<file path="src/rtl/alu_ctrl_stage.sv">
`default_nettype none
// ============================================================================
// Module      : alu_ctrl_stage
// Description : MIPS ALU-control decode stage. Decodes a 32-bit instruction
//               into an ALU operation code, shift amount and extended
//               immediate. Results are registered with one cycle of latency.
//               Illegal instructions are counted and flagged; optionally
//               the stage halts until cleared.
// Revision    : 1.0 - initial release
// ============================================================================
module alu_ctrl_stage #(
    parameter int STICKY_ILLEGAL = 1
) (
    input  logic        i_Clock,
    input  logic        i_Reset_n,
    input  logic        i_Valid,
    input  logic [31:0] i_Instruction,
    input  logic        i_Stall,
    input  logic        i_Flush,
    input  logic        i_Clear,
    output logic        o_Valid,
    output logic [3:0]  o_ALU_Control,
    output logic [4:0]  o_Shamt,
    output logic        o_Use_Imm,
    output logic [31:0] o_Imm_Ext,
    output logic        o_Error,
    output logic [7:0]  o_Illegal_Count
);

    // ALU operation codes
    localparam logic [3:0] c_ALU_SLL    = 4'd0;
    localparam logic [3:0] c_ALU_SRL    = 4'd1;
    localparam logic [3:0] c_ALU_SRA    = 4'd2;
    localparam logic [3:0] c_ALU_SLLV   = 4'd3;
    localparam logic [3:0] c_ALU_SRLV   = 4'd4;
    localparam logic [3:0] c_ALU_SRAV   = 4'd5;
    localparam logic [3:0] c_ALU_ADDU   = 4'd6;
    localparam logic [3:0] c_ALU_SUBU   = 4'd7;
    localparam logic [3:0] c_ALU_AND    = 4'd8;
    localparam logic [3:0] c_ALU_OR     = 4'd9;
    localparam logic [3:0] c_ALU_XOR    = 4'd10;
    localparam logic [3:0] c_ALU_NOR    = 4'd11;
    localparam logic [3:0] c_ALU_SLT    = 4'd12;
    localparam logic [3:0] c_ALU_JALR   = 4'd13;
    localparam logic [3:0] c_ALU_LUI    = 4'd14;
    localparam logic [3:0] c_ALU_BUBBLE = 4'd15;

    // FSM encoding
    localparam logic [0:0] c_ST_RUN  = 1'b0;
    localparam logic [0:0] c_ST_HALT = 1'b1;

    localparam logic c_STICKY = (STICKY_ILLEGAL != 0);

    // Instruction fields
    logic [5:0]  w_opcode;
    logic [5:0]  w_funct;
    logic [15:0] w_imm;
    logic [31:0] w_sext;
    logic [31:0] w_zext;
    logic        w_unused_fields;

    assign w_opcode        = i_Instruction[31:26];
    assign w_funct         = i_Instruction[5:0];
    assign w_imm           = i_Instruction[15:0];
    assign w_sext          = {{16{w_imm[15]}}, w_imm};
    assign w_zext          = {16'h0000, w_imm};
    // rs/rt register fields are not needed to pick the ALU operation
    assign w_unused_fields = ^i_Instruction[25:16];

    // Decode results
    logic        w_legal;
    logic [3:0]  w_alu;
    logic        w_use_imm;
    logic [31:0] w_imm_ext;

    // State and registered outputs
    logic [0:0]  r_state;
    logic [0:0]  w_state_next;
    logic        r_valid;
    logic [3:0]  r_alu;
    logic [4:0]  r_shamt;
    logic        r_use_imm;
    logic [31:0] r_imm_ext;
    logic        r_error;
    logic [7:0]  r_count;

    // Next-cycle values
    logic        w_valid_next;
    logic [3:0]  w_alu_next;
    logic [4:0]  w_shamt_next;
    logic        w_use_imm_next;
    logic [31:0] w_imm_ext_next;
    logic        w_error_next;
    logic [7:0]  w_count_next;

    // Control qualifiers; flush beats stall beats clear beats decode
    logic w_ctrl_free;
    logic w_take;
    logic w_accept_legal;
    logic w_accept_illegal;
    logic w_out_update;

    assign w_ctrl_free      = !i_Flush && !i_Stall;
    assign w_take           = w_ctrl_free && !i_Clear && (r_state == c_ST_RUN) && i_Valid;
    assign w_accept_legal   = w_take && w_legal;
    assign w_accept_illegal = w_take && !w_legal;
    // A stall freezes the output registers unless a flush overrides it
    assign w_out_update     = i_Flush || !i_Stall;

    // Combinational instruction decoder
    always_comb begin
        w_legal   = 1'b1;
        w_alu     = c_ALU_BUBBLE;
        w_use_imm = 1'b0;
        w_imm_ext = w_sext;
        case (w_opcode)
            6'b000000: begin
                case (w_funct)
                    6'b000000: w_alu = c_ALU_SLL;
                    6'b000010: w_alu = c_ALU_SRL;
                    6'b000011: w_alu = c_ALU_SRA;
                    6'b000100: w_alu = c_ALU_SLLV;
                    6'b000110: w_alu = c_ALU_SRLV;
                    6'b000111: w_alu = c_ALU_SRAV;
                    6'b100001: w_alu = c_ALU_ADDU;
                    6'b100011: w_alu = c_ALU_SUBU;
                    6'b100100: w_alu = c_ALU_AND;
                    6'b100101: w_alu = c_ALU_OR;
                    6'b100110: w_alu = c_ALU_XOR;
                    6'b100111: w_alu = c_ALU_NOR;
                    6'b101010: w_alu = c_ALU_SLT;
                    6'b001001: w_alu = c_ALU_JALR;
                    default:   w_legal = 1'b0;
                endcase
            end
            // ADDI, ADDIU, LW, SW: address / add with sign-extended imm
            6'b001000, 6'b001001, 6'b100011, 6'b101011: begin
                w_alu     = c_ALU_ADDU;
                w_use_imm = 1'b1;
            end
            6'b001010: begin
                w_alu     = c_ALU_SLT;
                w_use_imm = 1'b1;
            end
            6'b001100: begin
                w_alu     = c_ALU_AND;
                w_use_imm = 1'b1;
                w_imm_ext = w_zext;
            end
            6'b001101: begin
                w_alu     = c_ALU_OR;
                w_use_imm = 1'b1;
                w_imm_ext = w_zext;
            end
            6'b001110: begin
                w_alu     = c_ALU_XOR;
                w_use_imm = 1'b1;
                w_imm_ext = w_zext;
            end
            // LUI passes the raw imm; the ALU performs the 16-bit shift
            6'b001111: begin
                w_alu     = c_ALU_LUI;
                w_use_imm = 1'b1;
                w_imm_ext = w_zext;
            end
            // BEQ/BNE compare rs-rt; the offset is carried for the branch unit
            6'b000100, 6'b000101: begin
                w_alu = c_ALU_SUBU;
            end
            default: w_legal = 1'b0;
        endcase
    end

    // State register
    always_ff @(posedge i_Clock or negedge i_Reset_n) begin
        if (!i_Reset_n) begin
            r_state <= c_ST_RUN;
        end else begin
            r_state <= w_state_next;
        end
    end

    // Next-state logic
    always_comb begin
        w_state_next = r_state;
        if (w_ctrl_free) begin
            if (i_Clear) begin
                w_state_next = c_ST_RUN;
            end else if (w_accept_illegal && c_STICKY) begin
                w_state_next = c_ST_HALT;
            end
        end
    end

    // Output logic: next values for the output, error and counter registers
    always_comb begin
        w_valid_next   = 1'b0;
        w_alu_next     = c_ALU_BUBBLE;
        w_shamt_next   = 5'd0;
        w_use_imm_next = 1'b0;
        w_imm_ext_next = 32'h0000_0000;
        w_error_next   = r_error;
        w_count_next   = r_count;
        if (w_accept_legal) begin
            w_valid_next   = 1'b1;
            w_alu_next     = w_alu;
            w_shamt_next   = i_Instruction[10:6];
            w_use_imm_next = w_use_imm;
            w_imm_ext_next = w_imm_ext;
        end
        if (w_ctrl_free && i_Clear) begin
            w_error_next = 1'b0;
        end else if (w_accept_illegal) begin
            w_error_next = 1'b1;
            if (r_count != 8'hFF) begin
                w_count_next = r_count + 8'd1;
            end
        end
    end

    // Output, error and counter registers
    always_ff @(posedge i_Clock or negedge i_Reset_n) begin
        if (!i_Reset_n) begin
            r_valid   <= 1'b0;
            r_alu     <= c_ALU_BUBBLE;
            r_shamt   <= 5'd0;
            r_use_imm <= 1'b0;
            r_imm_ext <= 32'h0000_0000;
            r_error   <= 1'b0;
            r_count   <= 8'd0;
        end else begin
            if (w_out_update) begin
                r_valid   <= w_valid_next;
                r_alu     <= w_alu_next;
                r_shamt   <= w_shamt_next;
                r_use_imm <= w_use_imm_next;
                r_imm_ext <= w_imm_ext_next;
            end
            r_error <= w_error_next;
            r_count <= w_count_next;
        end
    end

    assign o_Valid         = r_valid;
    assign o_ALU_Control   = r_alu;
    assign o_Shamt         = r_shamt;
    assign o_Use_Imm       = r_use_imm;
    assign o_Imm_Ext       = r_imm_ext;
    assign o_Error         = r_error;
    assign o_Illegal_Count = r_count;

endmodule
`default_nettype wire

</file>
<file path="config.mk">
export PLATFORM = sky130hd
export DESIGN_NAME = alu_ctrl_stage
export DESIGN_NICKNAME = d
export VERILOG_FILES = /design/src/rtl/alu_ctrl_stage.sv
export SDC_FILE = /design/constraint.sdc
export NUM_CORES = 1
export LEC_CHECK = 0
export BUFFER_PORTS_ARGS = -buffer_cell sky130_fd_sc_hd__buf_2
export CORE_MARGIN = 2
export CORE_UTILIZATION = 35
export CTS_CLUSTER_SIZE = 14
export DETAILED_ROUTE_END_ITERATION = 10
export GPL_TIMING_DRIVEN = 0
export HOLD_SLACK_MARGIN = 0.06
export SKIP_LAST_GASP = 1
export SYNTH_ARGS = -nofsm -noshare
export SYNTH_HDL_FRONTEND = slang
export SYNTH_SLANG_ARGS = --single-unit
</file>
<file path="constraint.sdc">
create_clock -name i_Clock -period 2.75 [get_ports i_Clock]
set_clock_uncertainty 0.1 [all_clocks]
set_input_delay 0.275 -clock i_Clock [delete_from_list [all_inputs] [get_ports i_Clock]]
set_output_delay 0.275 -clock i_Clock [all_outputs]
set_load 0.05 [all_outputs]
</file>
[Word level (Yosys, flattened, before mapping)]
Cells that the tools add are included.
Word-level totals
  bits in registers: 53
  latch bits: 0
  memory bits (writable): 0
  ROM bits: 0
  output and inout bits: 52
  memories kept: 0
Cells by class
  add/sub/neg operators: 1
  $mul: 0
  divide/modulo/power cells: 0
  magnitude comparators: 0
  equal/unequal tests: 25
  shifts and indexed selects: 0
  muxes and demuxes: 14
  bitwise logic cells: 2
  reduce and logical (&&, ||, !) cells: 24
Operators with widths (count)
  32-bit two-way mux: 2
  4-bit case mux with 14 select lines: 1
  6-bit equality test, second input constant: 9
  6-bit by 4-bit equality test with 1-bit output, second input constant: 8
  4-bit case mux with 8 select lines: 1
  6-bit by 3-bit equality test with 1-bit output, second input constant: 5
  14-bit OR reduction: 1
  6-bit by 2-bit equality test with 1-bit output, second input constant: 2
  6-bit zero test: 2
  11-bit OR reduction: 1
  9-bit OR reduction: 1
  8-bit by 1-bit adder with 8-bit output, second input constant: 1
  8-bit inequality test, second input constant: 1
  4-bit OR reduction: 2
  1-bit logical AND: 7
  1-bit two-way mux: 7
  5-bit two-way mux: 1
  1-bit zero test: 4
  4-bit two-way mux: 1
  2-bit nonzero test: 2
  3-bit AND reduction: 1
  1-bit NOT: 2
  1-bit case mux with 2 select lines: 1
  2-bit AND reduction: 1
  other kinds (2): 2

[Depth between registers and ports, before layout]
  depth after elaboration: 8
  gate-level depth with buffers: 8
  depth with buffers taken out: 5

[Worst setup path after synthesis]
Ideal clock, no wire load.
  path type: in2reg
  start: in i_Instruction[27]
  end: reg r_count[1] (netlist: o_Illegal_Count[1])
  arrival: 2016 ps
  required time: 2525 ps
  slack: 509 ps
  cell stages on the path: 6
  buffers on the path: 1
  cells stage by stage: or3_4 > or4_4 > a311o_1 > buf_6 > and3_4 > mux2_4
On the way
  word-level cells in the longest chain between the ends: 6
Ends and longest elaborated chain
  from (decl): RTL line 17  | input logic [31:0] i_Instruction,
  6-bit by 4-bit equality test with 1-bit output (tied with other cells): RTL line 116  | case (w_opcode)
  11-bit OR reduction (no source line)
  1-bit case mux with 2 select lines *: RTL line 116
  1-bit zero test *: RTL line 106  | assign w_accept_illegal = w_take && !w_legal;
  1-bit logical AND *: RTL line 106
  3-bit AND reduction (no source line) *
  to (signal assigned): RTL line 240  | r_count <= w_count_next;
  to (decl): RTL line 85  | logic [7:0] r_count;
Every way passes the cells marked *; elsewhere a longest branch is shown, timed or not.
A chain may end at the register's enable or synchronous reset.

[Final worst setup path]
  start: in i_Instruction[27]
  end: reg r_imm_ext[1] (netlist: o_Imm_Ext[1])
On the way
  word-level cells in the longest chain between the ends: 5
Ends and longest elaborated chain
  6-bit by 4-bit equality test with 1-bit output (tied with other cells): RTL line 116
  11-bit OR reduction (no source line)
  1-bit case mux with 2 select lines *: RTL line 116
  1-bit logical AND *: RTL line 105  | assign w_accept_legal = w_take && w_legal;
  32-bit two-way mux *: RTL line 204  | if (w_accept_legal) begin
  to (signal assigned): RTL line 237  | r_imm_ext <= w_imm_ext_next;
  to (decl): RTL line 83  | logic [31:0] r_imm_ext;
Marked as above.

==> results.sh <==
export IMPL_status="finished, final reports clean"
export IMPL_start_kind="input pin"
export IMPL_syn_num_nets=230
export IMPL_tns_ns=0
export IMPL_grt_busiest_layer="met2"
export IMPL_synthXorXnorAreaFrac=0.04102
export IMPL_async_reset_ff_frac=1.000
export IMPL_multi_input_area_sq_um=862.1
export IMPL_areaGrowthSynthToFinish_pct=29.62
export IMPL_peakVddDrop_mv=0.4175
export IMPL_seq_area_frac_synth=0.4323
export IMPL_worst_path_most_repeated_cell="buf_6"
export IMPL_io_pins=90
export IMPL_initial_core_util=0.3692
export IMPL_vias=1656
export IMPL_relSlewSlack=0.5036
export IMPL_synth_area_top_cells="dfrtp_1 38%, buf_4 8.2%, a22o_2 6.8%, dfstp_2 5.5%, nor2_1 3.7%"
export IMPL_critical_path_class="input pin to flop"
export IMPL_grtUsageMet2=0.2517
export IMPL_portBuffers=77
export IMPL_antenna_left=0
export IMPL_cts_made_buffers=5
export IMPL_synthCells=191
export IMPL_synth_common_cells="29 x dfrtp_1, 21 x buf_4, 19 x nor2_1"
export IMPL_yosys_area_top_type_share=0.3776
export IMPL_drc=0
export IMPL_register_area_sq_um=830.8
export IMPL_rsz0062_at_grt="no"
export IMPL_syn_area_per_cell_sq_um=10.06
export IMPL_place_hpwl_microns=3438
export IMPL_end_kind="flop"
export IMPL_clockBufferDepth=2
export IMPL_synth_seq_cells=33
export IMPL_cts_htree_levels=2
export IMPL_cts_clk_slew_worst_paths_ns=0.07
export IMPL_max_freq_mhz=450.5
export IMPL_die_area_sq_mm=0.006100
export IMPL_core_sq_mm=0.005205
export IMPL_fp_row_count=26
export IMPL_final_nets=315
export IMPL_drt_first_pass_iters=4
export IMPL_post_drt_wl_per_cell_microns=13.22
export IMPL_chipWidth_microns=78.10
export IMPL_drt_iter0_drc=59
export IMPL_drv_cap=0
export IMPL_finalHoldViolCount=0
export IMPL_clock_latency_ns=0.28
export IMPL_antenna_cells=0
export IMPL_place_congestion=0.8228
export IMPL_die_h_microns=78.10
export IMPL_drive_above_1_share=0.4982
export IMPL_min_path_type="input pin to flop"
export IMPL_grt_max_degree=34
export IMPL_slowest_delay_ns=0.46
export IMPL_grt_pass1_wl_microns=7576
export IMPL_synth_compound_area_share=0.2031
export IMPL_ctsResizeCount=0
export IMPL_powerDensity_mw_per_mm2=482.4
export IMPL_final_max_slew_viol_count=0
export IMPL_cts_hold_fix_buffers=1
export IMPL_synth_edf_count=0
export IMPL_netlist_area_sq_mm=0.001922
export IMPL_r2r_start="o_Illegal_Count[3]"
export IMPL_grt_remaining_overflow=0
export IMPL_worstPathCellList="buf_2, or3_4, or4_4, a311o_1, buf_6, a21oi_4, buf_6, a22o_2"
export IMPL_met1_usage=0.2053
export IMPL_routed_wl_microns=4586
export IMPL_gr_usage_met3=0.05287
export IMPL_fillCellCount=535
export IMPL_crit_fanout=10
export IMPL_hold_worst_slack_ns=0.08677
export IMPL_cp_slowest_cell="or4_4"
export IMPL_synth_yosys_warnings=0
export IMPL_synth_main_ff_cell="dfrtp_1"
export IMPL_clock_sinks=33
export IMPL_fin_crit_ns=2.220
export IMPL_synth_top_family_by_area="compound AO/OA/AOI/OAI gates"
export IMPL_postCtsSetupBuffers=0
export IMPL_synthAdderAreaFrac=0.006510
export IMPL_cts_root_buffer="clkbuf_8"
export IMPL_setup_violations=0
export IMPL_synth_most_common_cell="dfrtp_1"
export IMPL_startpoint="i_Instruction[27]"
export IMPL_vias_per_cell=4.772
export IMPL_synthSimpleGateAreaFrac=0.1790
export IMPL_antenna_found_initial=0
export IMPL_arrival_ns=2.34
export IMPL_cts_tree="done"
export IMPL_grt_usage=0.1583
export IMPL_cp_required_ns=2.87
export IMPL_yosys_area_top_type="dfrtp_1"
export IMPL_yosysUniqueCellTypes=47
export IMPL_fin_crit_sh=0.8071
export IMPL_holdCritStartpoint="i_Clear"
export IMPL_tightest_slew_ns=0.7446
export IMPL_cellLeakagePower_nw=1.284
export IMPL_grt_pass1_vias=1537
export IMPL_synthMuxAreaShare=0.01888
-- per-stage QoR --
| stage | total power [mW] | instances | setup slack (ns) | utilization | area, sq um |
|---|---|---|---|---|---|
| final | 1.202 | 347 | 0.5305 | 0.4786 | 2491 |
| after floorplan | 0.7620 | 191 | 0.5088 | - | 1922 |
| after global placement | 0.8517 | 338 | 0.1950 | 0.4601 | 2395 |
| after global routing | 1.276 | 347 | 0.4496 | 0.4786 | 2491 |
| after detailed placement | 0.8536 | 338 | 0.2215 | 0.4601 | 2395 |
| after CTS | 1.222 | 347 | 0.5295 | 0.4786 | 2491 |
-- area by class of cell --
type                    count  area share
multi-input cells         124      0.3461
clock inverters             3    0.007032
plain buffers              32     0.08890
well taps                  70     0.03516
inverters                   2    0.003014
clock buffers               5     0.02762
flip-flops and latches     33      0.3335
repair buffers             78      0.1587
-- critical path: cells and delay by family --
kind	cells	cell delay, ns
AO/OA/AOI/OAI	3	0.73
buffers and inverters	3	0.48
AND/OR/NAND/NOR	2	0.86
-- logic make-up after synthesis --
group / count (synthesis)
AND/OR/NAND/NOR: 61
adder cells (fa/ha/maj): 1
XOR/XNOR: 9
multiplexers: 3
AO/OA/AOI/OAI: 50
flip-flops: 33
buffers and inverters: 34
-- power breakdown --
part           internal [mW]  switching (mW)  leakage (nW)
Combinational         0.0948           0.200         0.801
Clock                  0.175           0.183        0.0439
Sequential             0.516          0.0337         0.439
Total                  0.785           0.417          1.28
-- placed cells by master, fill, tap and decap left out, types with 3 or more instances in the layout --
cell type  instances
buf_2             77
dfrtp_1           29
xnor2_1            7
clkbuf_1           7
nand3_1            4
nor2_1            19
nand4_1            5
a21oi_1            9
o21ai_0            6
a31oi_1            6
a22o_1             4
a22o_2            13
nand2_1            7
clkbuf_8           5
buf_4             21
buf_6              3
dfstp_2            4
nor2b_1            5
-- registers in the layout, summed over array words and instances, names as in the netlist --
name and count:
o_Illegal_Count 8, o_Error 1, o_ALU_Control 4, o_Valid 1
o_Imm_Ext 13, o_Shamt 4, o_Use_Imm 1, r_state 1
-- worst paths after layout --
| kind | slack (ns) | end | depth (start not counted) |
|---|---|---|---|
| max | 0.53 | o_Imm_Ext[1] | 8 |
| min reg2reg | 0.38 | o_Valid | 1 |
| max in group asynchronous | 1.58 | o_Shamt[3] | 2 |
| max reg2reg | 0.88 | o_Illegal_Count[1] | 5 |
| min | 0.09 | r_state | 2 |
| min in group asynchronous | 0.48 | o_Illegal_Count[0] | 2 |
-- layer usage --
metal  up-vias  part of all wire
met5         -                 0
li1        838                 -
met4         0            0.0035
met3         2             0.078
met2        61              0.45
met1       755              0.46
Power figures use the tool's default switching activity.
